===== config.mk =====
export PLATFORM = sky130hd
export DESIGN_NAME = pingpong_row_buffer
export DESIGN_NICKNAME = d
export VERILOG_FILES = /design/src/rtl/pingpong_pkg.sv /design/src/rtl/pp_bank.sv /design/src/rtl/pingpong_row_buffer.sv
export SDC_FILE = /design/constraint.sdc
export NUM_CORES = 1
export LEC_CHECK = 0
export CAP_MARGIN = 0
export CORE_MARGIN = 4
export CORE_UTILIZATION = 30
export DETAILED_ROUTE_END_ITERATION = 12
export GPL_ROUTABILITY_DRIVEN = 0
export MAX_ROUTING_LAYER = met4
export SLEW_MARGIN = 20
export SYNTH_ARGS = -nofsm -noshare
export SYNTH_HDL_FRONTEND = slang
export SYNTH_SLANG_ARGS = --single-unit

===== constraint.sdc =====
create_clock -name clk -period 6.8 [get_ports clk]
set_clock_uncertainty 0.05 [all_clocks]
set_input_delay 1.36 -clock clk [delete_from_list [all_inputs] [get_ports clk]]
set_output_delay 1.36 -clock clk [all_outputs]
set_load 0.1 [all_outputs]

===== src/rtl/pingpong_pkg.sv =====
// Shared constants, width helper and producer-policy encoding for the row buffer.
package pingpong_pkg;

  localparam int unsigned PP_DATA_W    = 24;
  localparam int unsigned PP_ROW_LEN   = 8;
  localparam int unsigned PP_NUM_BANKS = 2;

  // Producer policy when the bank under the write pointer is still full.
  localparam int unsigned PP_MODE_DROP  = 0;
  localparam int unsigned PP_MODE_STALL = 1;

  // Index width for a power-of-two count; never narrower than one bit.
  function automatic int unsigned pp_width(input int unsigned n);
    return (n < 2) ? 1 : $clog2(n);
  endfunction

endpackage


===== src/rtl/pp_bank.sv =====
// One row bank: ROW_LEN words written serially, read back all at once.
module pp_bank
  import pingpong_pkg::*;
#(
  parameter int unsigned DATA_W  = PP_DATA_W,
  parameter int unsigned ROW_LEN = PP_ROW_LEN
) (
  input  logic                          clk,
  input  logic                          we,
  input  logic [pp_width(ROW_LEN)-1:0]  wr_idx,
  input  logic [DATA_W-1:0]             wr_data,
  output logic [ROW_LEN*DATA_W-1:0]     rd_data
);

  logic [DATA_W-1:0] mem_q [ROW_LEN];
  logic [DATA_W-1:0] mem_d [ROW_LEN];

  // Write one word at the fill index when enabled.
  always_comb begin
    mem_d = mem_q;
    if (we) begin
      mem_d[wr_idx] = wr_data;
    end
  end

  // Storage holds pixel data only, so it carries no reset.
  always_ff @(posedge clk) begin
    mem_q <= mem_d;
  end

  // Flatten the row: word k sits at bits [k*DATA_W +: DATA_W].
  always_comb begin
    rd_data = '0;
    for (int k = 0; k < int'(ROW_LEN); k++) begin
      rd_data[k*DATA_W +: DATA_W] = mem_q[k];
    end
  end

endmodule


===== src/rtl/pingpong_row_buffer.sv =====
// Multi-bank row buffer: serial pixel words in, whole rows out to the DCT.
module pingpong_row_buffer
  import pingpong_pkg::*;
#(
  parameter int unsigned DATA_W     = PP_DATA_W,
  parameter int unsigned ROW_LEN    = PP_ROW_LEN,
  parameter int unsigned NUM_BANKS  = PP_NUM_BANKS,
  parameter int unsigned STALL_MODE = PP_MODE_STALL
) (
  input  logic                           clk,
  input  logic                           rst,
  input  logic                           clear,
  input  logic                           in_valid,
  input  logic [DATA_W-1:0]              in_data,
  output logic                           in_ready,
  output logic                           out_valid,
  output logic [ROW_LEN*DATA_W-1:0]      out_data,
  output logic [pp_width(NUM_BANKS)-1:0] out_bank,
  input  logic                           out_ready,
  output logic                           overflow
);

  localparam int unsigned PTR_W    = pp_width(NUM_BANKS);
  localparam int unsigned CNT_W    = pp_width(ROW_LEN);
  localparam int unsigned ROW_W    = ROW_LEN * DATA_W;
  localparam bit          STALL_EN = (STALL_MODE == PP_MODE_STALL);

  logic [PTR_W-1:0]     wr_ptr_q, wr_ptr_d;
  logic [PTR_W-1:0]     rd_ptr_q, rd_ptr_d;
  logic [CNT_W-1:0]     fill_cnt_q, fill_cnt_d;
  logic [NUM_BANKS-1:0] bank_full_q, bank_full_d;
  logic                 overflow_q, overflow_d;

  logic                 wr_full_c;
  logic                 rd_full_c;
  logic                 write_c;
  logic                 last_c;
  logic                 drop_c;
  logic                 release_c;
  logic [NUM_BANKS-1:0] bank_we_c;
  logic [ROW_W-1:0]     bank_rd [NUM_BANKS];

  // Handshake decode; every term comes from registered state or the current inputs.
  always_comb begin
    wr_full_c = bank_full_q[wr_ptr_q];
    rd_full_c = bank_full_q[rd_ptr_q];
    // A full bank is never written, whichever policy is selected.
    write_c   = in_valid & ~wr_full_c & ~clear;
    last_c    = write_c & (fill_cnt_q == CNT_W'(ROW_LEN - 1));
    drop_c    = in_valid & wr_full_c & ~clear & ~STALL_EN;
    release_c = rd_full_c & out_ready & ~clear;
  end

  // Per-bank write enable from the write pointer.
  always_comb begin
    bank_we_c = '0;
    for (int b = 0; b < int'(NUM_BANKS); b++) begin
      bank_we_c[b] = write_c & (wr_ptr_q == PTR_W'(b));
    end
  end

  // Next-state for pointers, fill count, full flags and the sticky overflow.
  always_comb begin
    wr_ptr_d    = wr_ptr_q;
    rd_ptr_d    = rd_ptr_q;
    fill_cnt_d  = fill_cnt_q;
    bank_full_d = bank_full_q;
    overflow_d  = overflow_q;

    if (clear) begin
      wr_ptr_d    = '0;
      rd_ptr_d    = '0;
      fill_cnt_d  = '0;
      bank_full_d = '0;
      overflow_d  = 1'b0;
    end else begin
      if (write_c) begin
        fill_cnt_d = fill_cnt_q + CNT_W'(1);
      end
      // Completing a row and releasing another bank can land on the same edge.
      if (last_c) begin
        bank_full_d[wr_ptr_q] = 1'b1;
        wr_ptr_d              = wr_ptr_q + PTR_W'(1);
      end
      if (release_c) begin
        bank_full_d[rd_ptr_q] = 1'b0;
        rd_ptr_d              = rd_ptr_q + PTR_W'(1);
      end
      if (drop_c) begin
        overflow_d = 1'b1;
      end
    end
  end

  // Control state register.
  always_ff @(posedge clk or posedge rst) begin
    if (rst) begin
      wr_ptr_q    <= '0;
      rd_ptr_q    <= '0;
      fill_cnt_q  <= '0;
      bank_full_q <= '0;
      overflow_q  <= 1'b0;
    end else begin
      wr_ptr_q    <= wr_ptr_d;
      rd_ptr_q    <= rd_ptr_d;
      fill_cnt_q  <= fill_cnt_d;
      bank_full_q <= bank_full_d;
      overflow_q  <= overflow_d;
    end
  end

  // Bank storage, one instance per bank.
  for (genvar g = 0; g < int'(NUM_BANKS); g++) begin : g_bank
    pp_bank #(
      .DATA_W  (DATA_W),
      .ROW_LEN (ROW_LEN)
    ) u_bank (
      .clk     (clk),
      .we      (bank_we_c[g]),
      .wr_idx  (fill_cnt_q),
      .wr_data (in_data),
      .rd_data (bank_rd[g])
    );
  end

  // Outputs decode registered state only, so out_ready never reaches in_ready.
  always_comb begin
    in_ready  = STALL_EN ? ~wr_full_c : 1'b1;
    out_valid = rd_full_c;
    out_bank  = rd_ptr_q;
    out_data  = bank_rd[rd_ptr_q];
    overflow  = overflow_q;
  end

endmodule


== After elaboration in Yosys (flattened, before gate mapping) ==
Cells that the tools add are included.

* Bits in registers: 391
* Input port bits: 29

* $add $sub $neg: 3
* Magnitude comparators: 7
* Equal/unequal tests: 1
* Muxes and demuxes: 25
* Bitwise operators: 15
* Reductions and logical operators: 6

{| class="wikitable"
|+ Operator list
! kind !! count
|-
| $mux W192 || 3
|-
| $bwmux W192 || 2
|-
| $demux W24 S3 || 1
|-
| $mux W24 || 1
|-
| $mux W1 || 10
|-
| $mux W2 || 4
|-
| $and A1 B1 Y1 || 7
|-
| $mux W3 || 2
|-
| $reduce_bool A2 Y1 || 3
|-
| $ge A4 B4 Y1 const B || 1
|-
| $lt A1 B2 Y1 const B || 2
|-
| $lt A4 B1 Y1 const B || 1
|-
| $not A3 Y4 || 1
|-
| $add A3 B1 Y3 const B || 1
|-
| $eq A3 B3 Y1 const B || 1
|-
| $logic_and A1 B1 Y1 || 3
|-
| $not A1 Y1 || 3
|-
| $add A1 B1 Y1 const B || 2
|-
| $and A2 B2 Y2 || 1
|-
| $demux W1 S1 || 2
|-
| $ge A1 B1 Y1 const B || 2
|-
| $ge A2 B2 Y1 const B || 1
|-
| $not A1 Y2 || 1
|-
| $not A2 Y2 || 1
|-
| $or A2 B2 Y2 || 1
|}

== Logic depth before layout (Yosys ltp) ==
Gate-level depths: netlist of run 1.

* Word-level depth: 11
* Depth in mapped cells: 5

== By module ==
A second synthesis of run 1 with hierarchy kept.

* Cells, all modules: 654
* Area, all modules: 14,537.7 um^2

{| class="wikitable"
|+ By module, submodules not included
! module !! times used !! cells an instance !! area an instance (um^2) !! seq. area each (um^2)
|-
| pp_bank || 2 || 200 || 5,861.9 || 5,765.5
|-
| pingpong_row_buffer || 1 || 254 || 2,813.9 || 175.2
|}

== Worst setup path before layout of run 1 ==
No wires, ideal clock.

* Path type: input port to flip-flop
* Start: in clear
* End: reg g_bank[1].u_bank.mem_q (netlist bit g_bank[1].u_bank.rd_data[100]) (enable)
* Setup time: 0.435 ns
* Arrival time: 3.484 ns
* Path slack: 2.831 ns
* Stages: 3
* Buffers on the path: 0
* Cells stage by stage: nand2b_2 -> nand4bb_1 -> nor3_1

* Longest elaborated chain between the ends: 3

{| class="wikitable"
|+ RTL lines
! element !! RTL line !! source
|-
| start, declared || pingpong_row_buffer.sv:12 || <nowiki>input logic clear,</nowiki>
|-
| $not A1 Y1 || pingpong_row_buffer.sv:48 || <nowiki>write_c = in_valid & ~wr_full_c & ~clear;</nowiki>
|-
| $and A1 B1 Y1 || pingpong_row_buffer.sv:48 ||
|-
| $and A1 B1 Y1 || pingpong_row_buffer.sv:58 || <nowiki>bank_we_c[b] = write_c & (wr_ptr_q == PTR_W'(b));</nowiki>
|-
| end signal, assigned || pp_bank.sv:28 || <nowiki>mem_q <= mem_d;</nowiki>
|-
| end, declared || pp_bank.sv:15 || <nowiki>logic [DATA_W-1:0] mem_q [ROW_LEN];</nowiki>
|}

No other way between the ends.
A chain may end at the register's enable or synchronous reset.

== Worst setup path after layout of run 1 ==
* Start: reg rd_ptr_q (netlist: out_bank)
* End: out out_data[99]

* Longest elaborated chain between the ends: 4

{| class="wikitable"
|+ RTL lines
! element !! RTL line !! source
|-
| start, declared || pingpong_row_buffer.sv:29 || <nowiki>logic [PTR_W-1:0] rd_ptr_q, rd_ptr_d;</nowiki>
|-
| start signal, assigned || pingpong_row_buffer.sv:105 || <nowiki>rd_ptr_q <= rd_ptr_d;</nowiki>
|-
| $not A1 Y2 (not written as such) || pingpong_row_buffer.sv:131 || <nowiki>out_data = bank_rd[rd_ptr_q];</nowiki>
|-
| $mux W192 (not written as such) (3 in a row) || pingpong_row_buffer.sv:131 ||
|-
| end, declared || pingpong_row_buffer.sv:17 || <nowiki>output logic [ROW_LEN*DATA_W-1:0] out_data,</nowiki>
|}

No other way between the ends. The select of a mux whose other input is x is not followed.

==> results of run 1 <==
## power groups by stage
stage / Combinational (mW) / Clock [mW] / Sequential [mW]
CTS: 0.204 / 2.40 / 2.67
floorplan: 0.112 / 0 / 2.72
finish: 0.200 / 2.33 / 2.67
detailed placement: 0.203 / 0 / 2.72
global route: 0.210 / 2.50 / 2.67
global placement: 0.201 / 0 / 2.72
## layout make-up
type,count,area [um2]
multi-input combinational,243,2610
sequential,391,11700
inverter,2,7.51
clock inverter,22,299
tap,607,759
timing repair buffer,238,2500
fill,4182,27900
clock buffer,53,1110
## worst paths after layout
check	depth (start not counted)	end
worst max register to register	3	g_bank[0].u_bank.rd_data[12]
worst max-delay path	3	out_data[99]
worst min-delay path	2	fill_cnt_q[2]
min in group asynchronous	2	fill_cnt_q[0]
max in group asynchronous	2	out_bank
worst min register to register	2	fill_cnt_q[2]
## metrics by stage
step / std cells / utilization (%)
global placement: 1474 / 37.1
global route: 1556 / 40.5
detailed placement: 1478 / 37.4
floorplan: 661 / -
finish: 1556 / 40.5
CTS: 1553 / 40.4
## metal layers
metal	track usage, %	up-vias
met3	2.19	54
li1	-	3136
met5	-	-
met2	22.2	211
met1	18.4	3626
met4	5.13	0
## state kept, by name, indices dropped and copies added, names as in the netlist
register / cells
fill_cnt_q: 3
wr_ptr_q: 1
out_bank: 1
g_bank.u_bank.rd_data: 384
bank_full_q: 2
## synth_stat cells (2+ instances only)
library cell | instances | area, um2
nor3_1 | 3 | 15.0
or4b_4 | 2 | 27.5
a21oi_1 | 3 | 15.0
nand4b_1 | 2 | 17.5
o21ai_1 | 4 | 20.0
inv_1 | 2 | 7.51
nor3_2 | 3 | 30.0
nor2_1 | 13 | 48.8
buf_2 | 22 | 110
nand2b_1 | 5 | 31.3
ha_1 | 2 | 25.0
clkbuf_1 | 2 | 7.51
edfxtp_1 | 384 | 11500
mux2_1 | 193 | 2170
dfrtp_1 | 7 | 175
nand2_1 | 2 | 7.51
## critical path, delay by kind of cell, from the launching register on
| kind | cells | cell delay [ns] |
|---|---|---|
| buffers and inverters | 2 | 1.48 |
| muxes | 1 | 0.38 |
| DFF | 1 | 1.08 |
## cell families (layout without fill, tap and decap cells)
logic type | count (synthesis) | in the layout | share of synthesized area, %
AOI/OAI and AO/OA | 9 | 9 | 0.323
adders and majority gates | 2 | 2 | 0.175
buffers and inverters | 27 | 315 | 0.926
DFF | 391 | 391 | 81.7
muxes | 194 | 194 | 15.2
other | 1 | 1 | 0.0262
and+or+nand+nor | 37 | 37 | 1.62
==> qor.yml, run 1 <==
port_buffers: 223
cts_tree: "done"
viasPerCell: 4.52
combPwrFrac_pct: 3.8
arrival_ns: 3.52
numCtsBuffers: 42
min-delay-start: "fill_cnt_q[2]"
insertion_delay_ns: 0.55
powerDensity_mw_per_mm2: 274
rsz0062_at_grt: "false"
setup_viol: 0
die_w_um: 227
cts_setup_buffers: 0
synthFlopType: "edfxtp_1"
final_cell_mix: "edfxtp_1 (384), clkdlybuf4s50_1 (223), mux2_1 (193)"
syn_inst: 661
io_pins: 225
r2r_start: "wr_ptr_q"
synth_edf_count: 384
cpPeakStageDelay_ns: 1.08
clk_pin_slew_ns: 0.06
power.share.sequential_pct: 51.4
p_leak_nw: 6.09
drt_iter0_drc: 402
synth_nets: 692
dieArea_mm2: 0.0513
cp-startpoint: "out_bank"
ctsRootBufferMaster: "clkbuf_16"
antenna_found_initial: 0
placed_area_mm2: 0.0175
p_clk_share_pct: 44.8
fin_crit_ns: 4.93
wl_per_cell_um: 22.6
status: "finished, final reports clean"
yosys_warnings: 0
total_power_mw: 5.20
p_switching_mw: 1.06
mostFrequentLayoutCell: "edfxtp_1"
die_h_um: 227
drive_above_1_share_pct: 10.1
cp-start-kind: "flop"
rrSetupSlack_ns: 4.18
p_int_mw: 4.14
syn_area_mm2: 0.0143
slew_viol_final: 0
routed.top_layer: "met4"
initial_core_util_pct: 30.6
htree_levels: 2
cts_resized: 0
design_area_mm2: 0.0190
dr_wl_met3_um: 1700
overflow: 0
drt_wl_total_um: 35200
max_slew.worst_pin.slew_ns: 1.10
max_freq_mhz: 203
grt_pass1_vias: 7473
final_antenna_net_count: 0
relSlewSlack_pct: 26.5
grt_usage_pct: 14.0
insertedDiodeCount: 0
coreArea_mm2: 0.0469
fin_tns_setup_ns: 0
worstHoldPathType: "flop to flop"
hold_ws_ns: 0.615
cp-end-kind: "output pin"
synth_seq_area_share_pct: 81.7
met2_length_um: 17000
critPathMaxFanout: 65
timing.final.crit_share_pct: 72.5
drt-met1-wl_um: 15600
switching_share_pct: 20.4
peakVddDrop_uv: 142
syn_to_final_growth_pct: 32.5
grt_pass1_wl_um: 50500
clockBufferDepth: 3
syn_area_per_cell_um2: 21.7
dp.final_hpwl_um: 21600
timing.final.ws_setup_ns: 1.87
worstPathRequired_ns: 5.39
final_nets: 949
netlist-cell-type-count: 28
ys_ff_latch: 391
crit_chain: "buf_4, mux2_1, clkdlybuf4s50_1"
crit_slowest_cell: "dfrtp_4"
cts_num_sinks: 391
path_class: "flop to output pin"
dr.pass1.iters: 6
vias: 7027
hold_violations: 0
async_flop_share_pct: 1.79
preCtsSetupSlack_ns: 2.39
maxCapViolCount: 0
hold_buffers: 0
row_count: 79
drc: 0
grt_max_degree: 66
Note: power is estimated with default switching activity, not from simulation.
==> run 2: changes to the inputs <==
==> constraint.sdc (replaced) <==
create_clock -name clk -period 4.7 [get_ports clk]
set_clock_uncertainty 0.05 [all_clocks]
set_input_delay 0.94 -clock clk [delete_from_list [all_inputs] [get_ports clk]]
set_output_delay 0.94 -clock clk [all_outputs]
set_load 0.1 [all_outputs]
==> qor.yml, run 2 (synthesized netlist as in run 1, its figures left out) <==
status: "finished, final reports clean"
peakVddDrop_uv: 207
grt_max_degree: 51
io_pins: 225
setup_viol: 0
cts_tree: "done"
hold_violations: 0
worstHoldPathType: "flop to flop"
design_area_mm2: 0.0185
cp-start-kind: "flop"
final_util_pct: 39.5
cp-end-kind: "output pin"
grt_pass1_vias: 7269
mostFrequentLayoutCell: "edfxtp_1"
drt_iter0_drc: 395
cts_setup_buffers: 0
coreArea_mm2: 0.0469
slew_viol_final: 0
fillers: 4268
grt_pass1_wl_um: 50800
r2r_start: "wr_ptr_q"
numCtsBuffers: 43
fin_tns_setup_ns: 0
largest_reg_flops: 384
grt_usage_pct: 14.1
rsz0062_at_grt: "false"
fin_crit_ns: 4.11
timing.final.crit_share_pct: 87.4
syn_to_final_growth_pct: 29.1
wl_per_cell_um: 22.7
drt_wl_total_um: 35500
hold_buffers: 0
final_antenna_net_count: 0
arrival_ns: 3.12
die_h_um: 227
path_class: "flop to output pin"
cp-startpoint: "out_bank"
placed_area_mm2: 0.0172
final_nets: 958
worstPathRequired_ns: 3.71
overflow: 0
viasPerCell: 4.49
preCtsSetupSlack_ns: 1.05
htree_levels: 2
insertion_delay_ns: 0.54
timing.final.ws_setup_ns: 0.591
antenna_found_initial: 0
max_freq_mhz: 243
p_leak_nw: 6.18
drive_above_1_share_pct: 24.5
vias: 7030
cts_resized: 0
hold_ws_ns: 0.579
die_w_um: 227
powerDensity_mw_per_mm2: 394
dp.final_hpwl_um: 22500
relSlewSlack_pct: 28.1
critPathMaxFanout: 38
port_buffers: 223
min-delay-start: "fill_cnt_q[2]"
maxCapViolCount: 0
drc: 0
insertedDiodeCount: 0
row_count: 79
final_cell_mix: "edfxtp_1 (384), mux2_1 (193), buf_4 (155)"
dieArea_mm2: 0.0513
clockBufferDepth: 3
cts_num_sinks: 391
max_slew.worst_pin.slew_ns: 1.08
initial_core_util_pct: 30.6
ctsRootBufferMaster: "clkbuf_16"
dr.pass1.iters: 4
clk_pin_slew_ns: 0.06
[run 2: changes by cell type in the layout (fill, tap and decap cells not counted), sizes merged]
cell / previous run / this run
buf: 15 / 158
clkinv: 11 / 16
bufinv: 7 / 2
clkbuf: 53 / 58
clkdlybuf4s50: 223 / 88
inv: 4 / 2
clkinvlp: 2 / 0
[run 2: final cells by class]
class	count	area [um2]	area share, %
multi-input combinational	243	2610	14.1
inverter	2	7.51	0.0406
clock buffer	58	1170	6.35
clock inverter	18	135	0.731
tap	607	759	4.11
sequential	391	11700	63.3
timing repair buffer	246	2100	11.4
[run 2: power breakdown]
part	switching [mW]	total (mW)	leakage (nW)	internal [mW]
logic	0.230	0.289	1.99	0.0593
clock network	1.27	3.13	0.645	1.86
registers	0.00975	3.86	3.55	3.85
[run 2: path summary, 6_finish.rpt]
kind	endpoint	slack (ns)	cells past startpoint
hold reg to reg	fill_cnt_q[2]	0.58	2
min in group asynchronous	fill_cnt_q[2]	0.60	2
hold / removal	fill_cnt_q[2]	0.58	2
setup reg to reg	g_bank[0].u_bank.rd_data[65]	2.31	2
max in group asynchronous	out_bank	3.75	2
setup / recovery	out_data[169]	0.59	3
[run 2: critical path: stages, from the launching register on]
cell and delay [ns]:
dfrtp_4 0.80, buf_4 0.41, mux2_1 0.37, clkdlybuf4s50_1 0.97
[run 2: layer usage]
layer,GRT usage [%],vias up,part of all wire (%)
met5,-,-,0
met4,3.40,0,1.9
met3,3.33,50,5.6
met2,22.6,205,49
met1,18.2,3623,44
li1,-,3152,-
[run 2: through the flow]
| stage | instances | power [mW] |
|---|---|---|
| floorplan | 661 | 4.09 |
| global placement | 1489 | 4.23 |
| detailed placement | 1489 | 4.23 |
| CTS | 1565 | 7.40 |
| global route | 1565 | 7.54 |
| finish | 1565 | 7.28 |
